<file path="config.mk">
export PLATFORM = sky130hd
export DESIGN_NAME = byte_stream_fifo
export DESIGN_NICKNAME = d
export VERILOG_FILES = /design/src/rtl/byte_stream_fifo.sv
export SDC_FILE = /design/constraint.sdc
export NUM_CORES = 1
export LEC_CHECK = 0
export CAP_MARGIN = 20
export CORE_MARGIN = 3
export CORE_UTILIZATION = 30
export DETAILED_ROUTE_END_ITERATION = 12
export GPL_ROUTABILITY_DRIVEN = 1
export PLACE_DENSITY = 0.6
export SYNTH_ARGS = -nofsm -noshare
export SYNTH_HDL_FRONTEND = slang
export SYNTH_SLANG_ARGS = --single-unit
</file>
<file path="constraint.sdc">
create_clock -name clk -period 5.1 [get_ports clk]
set_clock_uncertainty 0.15 [all_clocks]
set_input_delay 0.51 -clock clk [delete_from_list [all_inputs] [get_ports clk]]
set_output_delay 0.51 -clock clk [all_outputs]
set_load 0.005 [all_outputs]
</file>
<file path="src/rtl/byte_stream_fifo.sv">
// rtl/byte_stream_fifo.sv - first-word-fall-through byte FIFO; optional level/almost-full ports via BYTE_FIFO_LEVEL_EN
module byte_stream_fifo #(
    parameter int DATA_W       = 8,
    parameter int DEPTH        = 4,
    parameter int AFULL_THRESH = DEPTH - 1
) (
    input  logic                     clk,
    input  logic                     rst_n,
    input  logic                     flush_i,
    input  logic                     s_valid_i,
    input  logic [DATA_W-1:0]        s_data_i,
    output logic                     s_ready_o,
    output logic                     m_valid_o,
    output logic [DATA_W-1:0]        m_data_o,
    input  logic                     m_ready_i
`ifdef BYTE_FIFO_LEVEL_EN
    ,
    output logic [$clog2(DEPTH):0]   level_o,
    output logic                     almost_full_o
`endif
);

    localparam int AW = $clog2(DEPTH);
    localparam int PW = AW + 1;

    logic [DATA_W-1:0] mem_q [DEPTH];
    logic [PW-1:0]     wr_ptr_q, wr_ptr_d;
    logic [PW-1:0]     rd_ptr_q, rd_ptr_d;
    logic              full, empty, push, pop;

    // Pointers carry an extra wrap bit so full and empty are distinguishable.
    assign empty = (wr_ptr_q == rd_ptr_q);
    assign full  = (wr_ptr_q[AW-1:0] == rd_ptr_q[AW-1:0]) && (wr_ptr_q[AW] != rd_ptr_q[AW]);

    assign s_ready_o = !full;
    assign m_valid_o = !empty;
    assign m_data_o  = mem_q[rd_ptr_q[AW-1:0]];

    assign push = s_valid_i && !full && !flush_i;
    assign pop  = m_ready_i && !empty && !flush_i;

    always_comb begin
        wr_ptr_d = wr_ptr_q;
        rd_ptr_d = rd_ptr_q;
        if (flush_i) begin
            wr_ptr_d = '0;
            rd_ptr_d = '0;
        end else begin
            if (push) wr_ptr_d = wr_ptr_q + PW'(1);
            if (pop)  rd_ptr_d = rd_ptr_q + PW'(1);
        end
    end

    always_ff @(posedge clk or negedge rst_n) begin
        if (!rst_n) begin
            wr_ptr_q <= '0;
            rd_ptr_q <= '0;
            for (int i = 0; i < DEPTH; i++) mem_q[i] <= '0;
        end else begin
            wr_ptr_q <= wr_ptr_d;
            rd_ptr_q <= rd_ptr_d;
            if (push) mem_q[wr_ptr_q[AW-1:0]] <= s_data_i;
        end
    end

`ifdef BYTE_FIFO_LEVEL_EN
    localparam logic [PW-1:0] AFULL_LVL = PW'(AFULL_THRESH);

    // Modular pointer difference yields 0..DEPTH directly.
    assign level_o       = wr_ptr_q - rd_ptr_q;
    assign almost_full_o = (level_o >= AFULL_LVL);
`endif

endmodule

</file>
==> flow_summary.yaml <==
sta:
  tightest_slew_ps: 859
  min_period_over_period_pct: 59.8
  hold_viol: 0
  max_freq_mhz: 328
  layout_min_cycle_time_ps: 3050
  setup_viol_count_final: 0
  rsz0062_at_grt: "false"
  finalSetupTns_ps: 0
  slew_headroom_pct: 42.4
  final-max-slew-violation-count: 0
clock_tree:
  clockBufferDepth: 2
  insertion_delay_ps: 280
  cts-root-buf: "clkbuf_8"
  clkSinkCount: 38
  clk_pin_slew_worst_paths_ps: 70
  htreeDepth: 2
  postCtsSetupBuffers: 0
  cts_tree: "built"
  cts_buffers: 5
  holdBufCountCts: 0
  cts_resized: 0
placed_design:
  gp_congestion: 0.713
  dp_hpwl_mm: 2.71
  io_buffers: 22
  dp.cells: 235
  place_area_um2: 2310
yosys:
  synth_compound_area_share_pct: 9.82
  synth_seq_cells: 38
  ys_top_cells_by_count: "dfrtp_1, mux2_2, mux4_2"
  synth_top_family_by_area: "multiplexers"
  synthXorXnorAreaFrac_pct: 4.21
  avgSynthCellArea_um2: 14.2
  syn-instance-count: 144
  synth_fa_ha_area_share_pct: 3.05
  synth-simple-area-share_pct: 6.77
  postSynth.asyncResetShare_pct: 100
  synth_cell_types: 34
  yosysMostFrequentCell: "dfrtp_1"
  synth_edf_count: 0
  yosysTopAreaCell: "dfrtp_1"
  syn_nets: 162
  synthTopCellsByArea: "dfrtp_1, mux2_2, mux4_2"
  synth_warnings: 0
  muxShareOfSynthArea_pct: 26.4
  synth_area_um2: 2050
  ys_seq_area_share_pct: 46.4
  synthFlopType: "dfrtp_1"
  synth_top_area_share_pct: 46.4
worst_setup_path:
  cp_max_fo: 13
  slowest_delay_ps: 810
  reg2regPathDepth: 3
  crit_slowest_cell: "xnor2_2"
  rr_startpoint: "rd_ptr_q[1]"
  cp.arrival_ps: 2390
  r2r_end: "mem_q[13]"
  criticalPathCategory: "reg -> out"
  r2r_slack_ps: 2520
  cp-start-kind: "flop"
  crit_chain: "xnor2_2 -> nand3_1 -> clkdlybuf4s50_1"
  required_ps: 4440
  end_kind: "output pin"
routing:
  wirelength_mm: 4.01
  dr_wl_met2_mm: 1.94
  vias: 1253
  drc: 0
  routed.top_layer: "met4"
  viasPerCell: 5.16
  avgRoutedWirePerCell_um: 16.5
  postRouteAntennaNets: 0
  drt_pass1_iterations: 4
  drt_iter0_drc: 50
  wl_met1_mm: 1.87
  route.met3.wl_um: 142
final_layout:
  area.growth.synth_to_final_pct: 17.8
  regArea_um2: 951
  drive_gt1_share_pct: 33.7
  multi_input_area_um2: 1030
  final_util_pct: 37.2
  design_area_um2: 2420
  nets: 183
  diodes: 0
  finalNonFillerCells: 243
  nFillCells: 606
floorplanning:
  fp.dieW_um: 88.7
  start_util_pct: 31.6
  die-area_um2: 7860
  rows: 29
  io_pins: 23
  chipHeight_um: 88.7
  core_area_um2: 6490
global_route:
  antenna_found_initial: 0
  grt_max_degree: 39
  grt_pass1_wl_mm: 6.62
  grt_pass1_vias: 1287
  grt-ovfl-total: 0
  grt_usage_pct: 11.2
power:
  ir_drop_v: 0.000150
  finalPower_uw: 1380
  p_per_area_nw_per_um2: 573
  leakagePower_uw: 0.000955
flow_run:
  maxCapViolations: 0
min_path:
  hp-class: "in -> async"
outcome:
  status: "finished clean"
## worst max path at each step
stage,depth (start not counted),endpoint,startpoint
final,3,m_valid_o,rd_ptr_q[0]
after global routing,3,m_valid_o,rd_ptr_q[0]
after CTS,3,m_valid_o,rd_ptr_q[0]
after detailed placement,3,s_ready_o,rd_ptr_q[0]
after global placement,3,s_ready_o,rd_ptr_q[0]
after floorplan,4,mem_q[0],s_valid_i
## routing by layer
metal  global-route usage [%]  up-vias
li1                         -      583
met1                     15.0      641
met2                     17.5       24
met3                     2.33        5
met4                     4.53        0
met5                        0        -
## cell usage in the layout (no fill, tap or decap), drive strengths merged, types with 3 or more instances in the layout
master / Yosys / routed
mux4: 8 / 8
nand2: 5 / 5
nand3: 6 / 6
nand4: 4 / 4
inv: 4 / 4
mux2: 32 / 32
nor2b: 3 / 3
a31oi: 4 / 4
xnor2: 3 / 3
dfrtp: 38 / 38
ha: 5 / 5
a311oi: 4 / 4
clkbuf: 2 / 5
clkdlybuf4s50: 0 / 21
xor2: 3 / 3
## state kept, by name, indices dropped and copies added (netlist names)
name,flops
mem_q,32
wr_ptr_q,3
rd_ptr_q,3
## layout make-up
cell class | instances | share of cell area, %
clock buffer | 5 | 2.85
clock inverter | 3 | 1.66
inverter | 4 | 0.621
multi-input combinational | 94 | 42.6
sequential | 38 | 39.4
tap | 77 | 3.99
timing repair buffer | 22 | 8.91
## stage by stage
step	worst slack, ps	hold slack [ps]
2_1_floorplan	3110	64.4
3_3_place_gp	2380	334
3_5_place_dp	2320	341
4_1_cts	2000	221
5_1_grt	1890	251
6_report	2050	176
## cell families after synthesis
group	count (synthesis)
mux	40
flops	38
simple gates	25
compound gates	18
buf+inv	12
xor+xnor	6
fa+ha+maj	5
## worst max-delay path: cells and delay by family (launching register included)
family	cells	cell delay (ps)
flip-flops	1	650
AND/OR/NAND/NOR	1	150
XOR/XNOR	1	810
buffers and inverters	1	490
## power breakdown
group / switching (uW) / internal (uW) / total [uW]
sequential: 115 / 440 / 555
clock: 104 / 144 / 248
combinational: 227 / 354 / 581
total: 447 / 938 / 1380
(Power assumes the default switching activity.)
